**src/rtl/zb_tx_pkg.sv**
```systemverilog
// Shared definitions for the Zigbee transmit chain.
// Holds the symbol and byte widths, the symbol type, and a helper that gives
// the number of symbols carried by a word of a given width.
package zb_tx_pkg;

    localparam int SYM_W  = 4;
    localparam int BYTE_W = 8;

    typedef logic [SYM_W-1:0] sym_t;

    // Number of whole symbols in a word of dataW bits
    function automatic int nsym(input int dataW);
        return dataW / SYM_W;
    endfunction

endpackage

```
**src/rtl/sym_mux_serializer_if.sv**
```systemverilog
// Stream bundle for sym_mux_serializer.
// Word side:   inData, inValid in; outReady out.
// Symbol side: outSym, outSymValid, outFirst, outLast out; inSymReady in.
// The slave modport is the serializer's view, the master modport is the
// view of whatever drives words in and takes symbols out.
interface sym_mux_serializer_if #(
    parameter int DATA_W = 8
);
    import zb_tx_pkg::*;

    logic [DATA_W-1:0] inData;
    logic              inValid;
    logic              outReady;
    sym_t              outSym;
    logic              outSymValid;
    logic              inSymReady;
    logic              outFirst;
    logic              outLast;

    modport slave (
        input  inData, inValid, inSymReady,
        output outReady, outSym, outSymValid, outFirst, outLast
    );

    modport master (
        output inData, inValid, inSymReady,
        input  outReady, outSym, outSymValid, outFirst, outLast
    );

endinterface

```
**src/rtl/sym_mux_serializer_mux_n21.sv**
```systemverilog
// mux_n21: combinational NSYM:1 symbol selector.
// Ports:
//   inSyms  in   NSYM symbols
//   inSel   in   index of the symbol to pass through
//   outSym  out  selected symbol (zero for an index past NSYM-1)
module mux_n21
    import zb_tx_pkg::*;
#(
    parameter int NSYM = 2,
    localparam int IDX_W = (NSYM > 1) ? $clog2(NSYM) : 1
) (
    input  sym_t             inSyms [NSYM],
    input  logic [IDX_W-1:0] inSel,
    output sym_t             outSym
);

    // Walk every input and keep the one whose position matches the select;
    // the default covers select codes that name no symbol.
    always_comb begin
        outSym = '0;
        for (int i = 0; i < NSYM; i++) begin
            if (inSel == IDX_W'(i)) begin
                outSym = inSyms[i];
            end
        end
    end

endmodule

```
**src/rtl/sym_mux_serializer.sv**
```systemverilog
// sym_mux_serializer: splits each accepted word into NSYM symbols of SYM_W
// bits and sends them low symbol first on a valid/ready stream.
// Ports:
//   inClk   in  clock, all state changes on the rising edge
//   inRst   in  synchronous active-high reset
//   bus     slave side of sym_mux_serializer_if (word in, symbol out)
// Storage is one word plus a symbol counter; there is no FIFO.
module sym_mux_serializer
    import zb_tx_pkg::*;
#(
    parameter int DATA_W = 8
) (
    input logic                 inClk,
    input logic                 inRst,
    sym_mux_serializer_if.slave bus
);

    localparam int NSYM  = nsym(DATA_W);
    localparam int CNT_W = (NSYM > 1) ? $clog2(NSYM) : 1;

    // A word width that is not a whole number of symbols cannot be split.
    if (DATA_W % SYM_W != 0) begin : gBadWidth
        $error("sym_mux_serializer: DATA_W must be a multiple of SYM_W");
    end

    logic [DATA_W-1:0] holdReg;
    logic [CNT_W-1:0]  symCnt;
    logic              busy;

    logic lastSym;
    logic symXfer;
    logic wordAccept;
    sym_t holdSyms [NSYM];
    sym_t muxSym;

    // Slice the held word into its symbols, symbol 0 at the low end.
    for (genvar g = 0; g < NSYM; g++) begin : gSlice
        assign holdSyms[g] = holdReg[g*SYM_W +: SYM_W];
    end

    mux_n21 #(
        .NSYM (NSYM)
    ) uMux (
        .inSyms (holdSyms),
        .inSel  (symCnt),
        .outSym (muxSym)
    );

    assign lastSym    = (symCnt == CNT_W'(NSYM - 1));
    assign symXfer    = busy && bus.inSymReady;
    // Ready looks straight through at inSymReady so a new word can be taken
    // on the same edge that the last symbol leaves, giving bubble-free streaming.
    assign bus.outReady = !busy || (lastSym && bus.inSymReady);
    assign wordAccept   = bus.inValid && bus.outReady;

    assign bus.outSym      = muxSym;
    assign bus.outSymValid = busy;
    assign bus.outFirst    = busy && (symCnt == '0);
    assign bus.outLast     = busy && lastSym;

    // Word/symbol state. A new word takes priority over the last-symbol
    // transfer it coincides with; reset overrides both and drops any
    // partially sent word.
    always_ff @(posedge inClk) begin
        if (inRst) begin
            holdReg <= '0;
            symCnt  <= '0;
            busy    <= 1'b0;
        end else if (wordAccept) begin
            holdReg <= bus.inData;
            symCnt  <= '0;
            busy    <= 1'b1;
        end else if (symXfer) begin
            if (lastSym) begin
                symCnt <= '0;
                busy   <= 1'b0;
            end else begin
                symCnt <= symCnt + CNT_W'(1);
            end
        end
    end

endmodule

```
**src/flat_wrapper.sv**
```systemverilog
// flat-port wrapper written by rule: the top's interface ports become plain ports
module sym_mux_serializer_flat import zb_tx_pkg::*;
#(
    parameter int DATA_W = 8
)
  (inClk, inRst, bus_inData, bus_inValid, bus_inSymReady, bus_outReady, bus_outSym, bus_outSymValid, bus_outFirst, bus_outLast);
  sym_mux_serializer_if #(.DATA_W(DATA_W)) bus_i ();
  input logic inClk;
  input logic inRst;
  input wire logic [$bits(bus_i.inData)-1:0] bus_inData;
  input wire logic [$bits(bus_i.inValid)-1:0] bus_inValid;
  input wire logic [$bits(bus_i.inSymReady)-1:0] bus_inSymReady;
  output wire logic [$bits(bus_i.outReady)-1:0] bus_outReady;
  output wire logic [$bits(bus_i.outSym)-1:0] bus_outSym;
  output wire logic [$bits(bus_i.outSymValid)-1:0] bus_outSymValid;
  output wire logic [$bits(bus_i.outFirst)-1:0] bus_outFirst;
  output wire logic [$bits(bus_i.outLast)-1:0] bus_outLast;
  assign bus_i.inData = bus_inData;
  assign bus_i.inValid = bus_inValid;
  assign bus_i.inSymReady = bus_inSymReady;
  assign bus_outReady = bus_i.outReady;
  assign bus_outSym = bus_i.outSym;
  assign bus_outSymValid = bus_i.outSymValid;
  assign bus_outFirst = bus_i.outFirst;
  assign bus_outLast = bus_i.outLast;
  sym_mux_serializer #(.DATA_W(DATA_W)) u_core (.inClk(inClk), .inRst(inRst), .bus(bus_i));
endmodule
```
**config.mk**
```make
export PLATFORM = sky130hd
export DESIGN_NAME = sym_mux_serializer_flat
export DESIGN_NICKNAME = d
export VERILOG_FILES = /design/src/rtl/zb_tx_pkg.sv /design/src/rtl/sym_mux_serializer_if.sv /design/src/rtl/sym_mux_serializer_mux_n21.sv /design/src/rtl/sym_mux_serializer.sv /design/src/flat_wrapper.sv
export SDC_FILE = /design/constraint.sdc
export NUM_CORES = 1
export LEC_CHECK = 0
export ABC_AREA = 1
export CAP_MARGIN = 0
export CORE_AREA = 2 2 39 41
export DETAILED_ROUTE_END_ITERATION = 7
export DIE_AREA = 0 0 41 43
export GPL_ROUTABILITY_DRIVEN = 0
export GPL_TIMING_DRIVEN = 0
export PLACE_DENSITY_LB_ADDON = 0.25
export SYNTH_ARGS = -nofsm -noshare
export SYNTH_HDL_FRONTEND = slang
export SYNTH_SLANG_ARGS = --single-unit
```
**constraint.sdc**
```tcl
create_clock -name inClk -period 1.82 [get_ports inClk]
set_input_delay 0.182 -clock inClk [delete_from_list [all_inputs] [get_ports inClk]]
set_output_delay 0.182 -clock inClk [all_outputs]
set_load 0.05 [all_outputs]
```
==> results.sh <==
export IMPL_routed_wirelength_mm=1.12
export IMPL_max_clock_path_buffers=2
export IMPL_path_clk_slew_ns=0.07
export IMPL_synth_seq_area_share=0.348
export IMPL_synth_compound_area_share=0.130
export IMPL_share_of_synthesized_flip_flops_with_an_asynchronous_set_or_reset=0
export IMPL_worst_path_max_fanout=10
export IMPL_cts_htree_levels=1
export IMPL_stdcell_count=118
export IMPL_final_hold_slack_ns=0.248
export IMPL_number_of_detailed_route_iterations_in_the_first_pass=3
export IMPL_detailroute_via_count=535
export IMPL_die_y_um=43
export IMPL_vdd_ir_drop_worst_mv=0.334
export IMPL_category_of_the_worst_setup_path_launch_point="register"
export IMPL_timing_slew_headroom=0.665
export IMPL_synthesis_area_um2=576
export IMPL_top_level_ports=20
export IMPL_area_of_the_die_um2=1760
export IMPL_antenna_found_initial=0
export IMPL_max_slew_worst_pin_slew_ns=0.502
export IMPL_power_clock_fraction=0.253
export IMPL_layout_filler_cells=152
export IMPL_ys_seq_elements=10
export IMPL_placement_io_buffers=18
export IMPL_internal_power_mw=0.392
export IMPL_synth_top_flop_cell="sky130_fd_sc_hd__dfxtp_1"
export IMPL_worst_setup_path_type="reg2out"
export IMPL_grt_pass1_wl_mm=1.75
export IMPL_unrepaired_setup_endpoints_after_global_routing="no"
export IMPL_post_layout_net_count=116
export IMPL_combinationalPowerShare=0.326
export IMPL_grt_overflow=0
export IMPL_switching_share=0.344
export IMPL_placed_cells_incl_taps=115
export IMPL_cts_setup_buffers=0
export IMPL_setup_tns_final_ns=0
export IMPL_critical_path_required_time_ns=1.64
export IMPL_postPlaceCellArea_um2=776
export IMPL_tritoncts_num_sinks=10
export IMPL_timing_final_setup_violations=0
export IMPL_holdCritPathClass="in2reg"
export IMPL_synthDominantCellAreaShare=0.348
export IMPL_ant_nets=0
export IMPL_final_layout_size_suffix_gt1_frac=0.167
export IMPL_fmax_mhz=568
export IMPL_critical_path_arrival_ns=1.58
export IMPL_final_area_um2=793
export IMPL_core_rowCount=14
export IMPL_p_total_mw=0.597
export IMPL_leakagePower_nw=0.420
export IMPL_drc=0
export IMPL_period_minus_slack_ns=1.76
export IMPL_synth_top_cells_by_area="sky130_fd_sc_hd__dfxtp_1, sky130_fd_sc_hd__nand2_1, sky130_fd_sc_hd__a21oi_2"
export IMPL_switching_component_of_the_power_mw=0.205
export IMPL_largest_net_degree_at_the_start_of_global_routing=11
export IMPL_dp_hpwl_um=831
export IMPL_cts_buffers=3
export IMPL_number_of_standard_cells_after_synthesis=81
export IMPL_power_frac_seq=0.420
export IMPL_pwr_density_nw_per_um2=753
export IMPL_synthMostInstantiatedCell="sky130_fd_sc_hd__nand2_1"
export IMPL_setup_worst_path_end_class="primary output"
export IMPL_drv_slew=0
export IMPL_status="complete, no violations"
export IMPL_route_detailed_wl_per_inst_um=9.47
export IMPL_synth_cell_type_count=14
export IMPL_fp_coreArea_um2=1380
export IMPL_clk_insertion_delay_late_ns=0.26
export IMPL_avgSynthCellArea_um2=7.11
export IMPL_post_synthesis_xor_xnor_area_fraction=0.0152
export IMPL_cts_tree="built"
export IMPL_synth_edff_count=0
export IMPL_cap_viol_max_count=0
export IMPL_ctsRootBufferMaster="sky130_fd_sc_hd__clkbuf_4"
export IMPL_synth_top_family_by_area="simple AND/OR/NAND/NOR gates"
export IMPL_post_drt_via_cell_ratio=4.53
export IMPL_final_min_period_over_clock_period=0.968
export IMPL_dieWidth_um=41
export IMPL_hold_buffers=0
export IMPL_floorplan_initialDensity=0.416
export IMPL_drtIter0Drc=9
export IMPL_muxShareOfSynthArea=0
export IMPL_diodes=0
export IMPL_synth_commonest_cells="sky130_fd_sc_hd__nand2_1, sky130_fd_sc_hd__inv_1, sky130_fd_sc_hd__dfxtp_1, sky130_fd_sc_hd__nor2_1"
export IMPL_area_added_between_synthesis_and_finish_pct=37.8
export IMPL_yosys_warnings=0
export IMPL_synth_adder_area_share=0
export IMPL_synth_fp_nets=93
export IMPL_synthDominantAreaCellType="sky130_fd_sc_hd__dfxtp_1"
export IMPL_hold_viol_final=0
export IMPL_number_of_global_route_vias_before_repair=465
export IMPL_synthSimpleGateAreaFrac=0.330
export IMPL_finClkSkew_ns=0.00476
export IMPL_gr_usage_all_layers=0.144
## cell usage in the layout (no fill, tap or decap)
cell                              synthesis  layout
sky130_fd_sc_hd__nand2_1                 24      24
sky130_fd_sc_hd__inv_1                   12      12
sky130_fd_sc_hd__clkdlybuf4s50_1          0      11
sky130_fd_sc_hd__nor2_1                  10      10
sky130_fd_sc_hd__dfxtp_1                 10      10
sky130_fd_sc_hd__a21oi_2                  8       8
sky130_fd_sc_hd__nand3_1                  8       8
sky130_fd_sc_hd__dlygate4sd2_1            0       6
sky130_fd_sc_hd__clkbuf_4                 0       3
sky130_fd_sc_hd__nand2_4                  2       2
sky130_fd_sc_hd__buf_6                    1       1
sky130_fd_sc_hd__buf_12                   1       1
sky130_fd_sc_hd__buf_4                    1       1
sky130_fd_sc_hd__clkbuf_8                 1       1
sky130_fd_sc_hd__clkinv_1                 1       1
sky130_fd_sc_hd__a21oi_1                  1       1
sky130_fd_sc_hd__xor2_1                   1       1
sky130_fd_sc_hd__dlymetal6s2s_1           0       1
## cells by family after synthesis
family,count (synthesis)
simple gates,44
buf+inv,17
flops,10
compound gates,9
xor+xnor,1
## cell type report
class / instances / area (µm²) / share of cell area
multi-input cells: 54 / 274 / 0.345
flip-flops and latches: 10 / 200 / 0.252
repair buffers: 18 / 175 / 0.221
plain buffers: 4 / 52.6 / 0.0662
inverters: 13 / 48.8 / 0.0615
clock buffers: 3 / 22.5 / 0.0284
well taps: 16 / 20.0 / 0.0252
## worst paths after layout
path | end | cells after the start | slack [ns] | from
min reg2reg | u_core.holdReg[7]$_SDFFE_PP0P_ | 2 | 0.48 | u_core.holdReg[7]$_SDFFE_PP0P_
max reg2reg | u_core.holdReg[6]$_SDFFE_PP0P_ | 6 | 0.79 | u_core.lastSym$_SDFFE_PP0P_
min | u_core.bus.outSymValid$_SDFFE_PP0P_ | 3 | 0.25 | bus_inValid
max | bus_outReady | 5 | 0.06 | u_core.lastSym$_SDFFE_PP0P_
## per-layer routing
metal | track usage | wire length (µm) | share of wire | vias to the layer above
met5 | 0 | 0 | 0 | -
met4 | 0.0800 | 16 | 0.014 | 0
met3 | 0.0314 | 46 | 0.041 | 2
met2 | 0.228 | 557 | 0.50 | 15
met1 | 0.170 | 497 | 0.44 | 231
li1 | - | - | - | 287
## worst max-delay path: stages, from the launching register on
cell and delay (ns):
sky130_fd_sc_hd__dfxtp_1 0.33, sky130_fd_sc_hd__buf_6 0.13, sky130_fd_sc_hd__nand2_4 0.05, sky130_fd_sc_hd__nand2_4 0.12, sky130_fd_sc_hd__buf_12 0.15, sky130_fd_sc_hd__dlygate4sd2_1 0.53
## registers in the layout, summed over array words and instances (netlist names)
signal                  count
u_core.lastSym              1
u_core.bus.outSymValid      1
u_core.holdReg              8
## metrics by stage
step / worst slack [ns] / utilization
floorplan: 0.191 / -
global placement: -0.218 / 0.561
detailed placement: -0.217 / 0.561
CTS: 0.0186 / 0.571
global route: 0.00308 / 0.573
finish: 0.0584 / 0.573
## power groups by stage
stage / sequential [mW] / combinational [mW] / clock, mW
global placement: 0.255 / 0.204 / 0
CTS: 0.251 / 0.197 / 0.155
floorplan: 0.261 / 0.135 / 0
global route: 0.253 / 0.210 / 0.162
finish: 0.251 / 0.195 / 0.151
detailed placement: 0.256 / 0.206 / 0
## timing repair
item	in CTS	in global routing
cloned	0	0
endpoints found under the setup margin	6	1
resized for setup	6	1
Power figures use the tool's default switching activity.
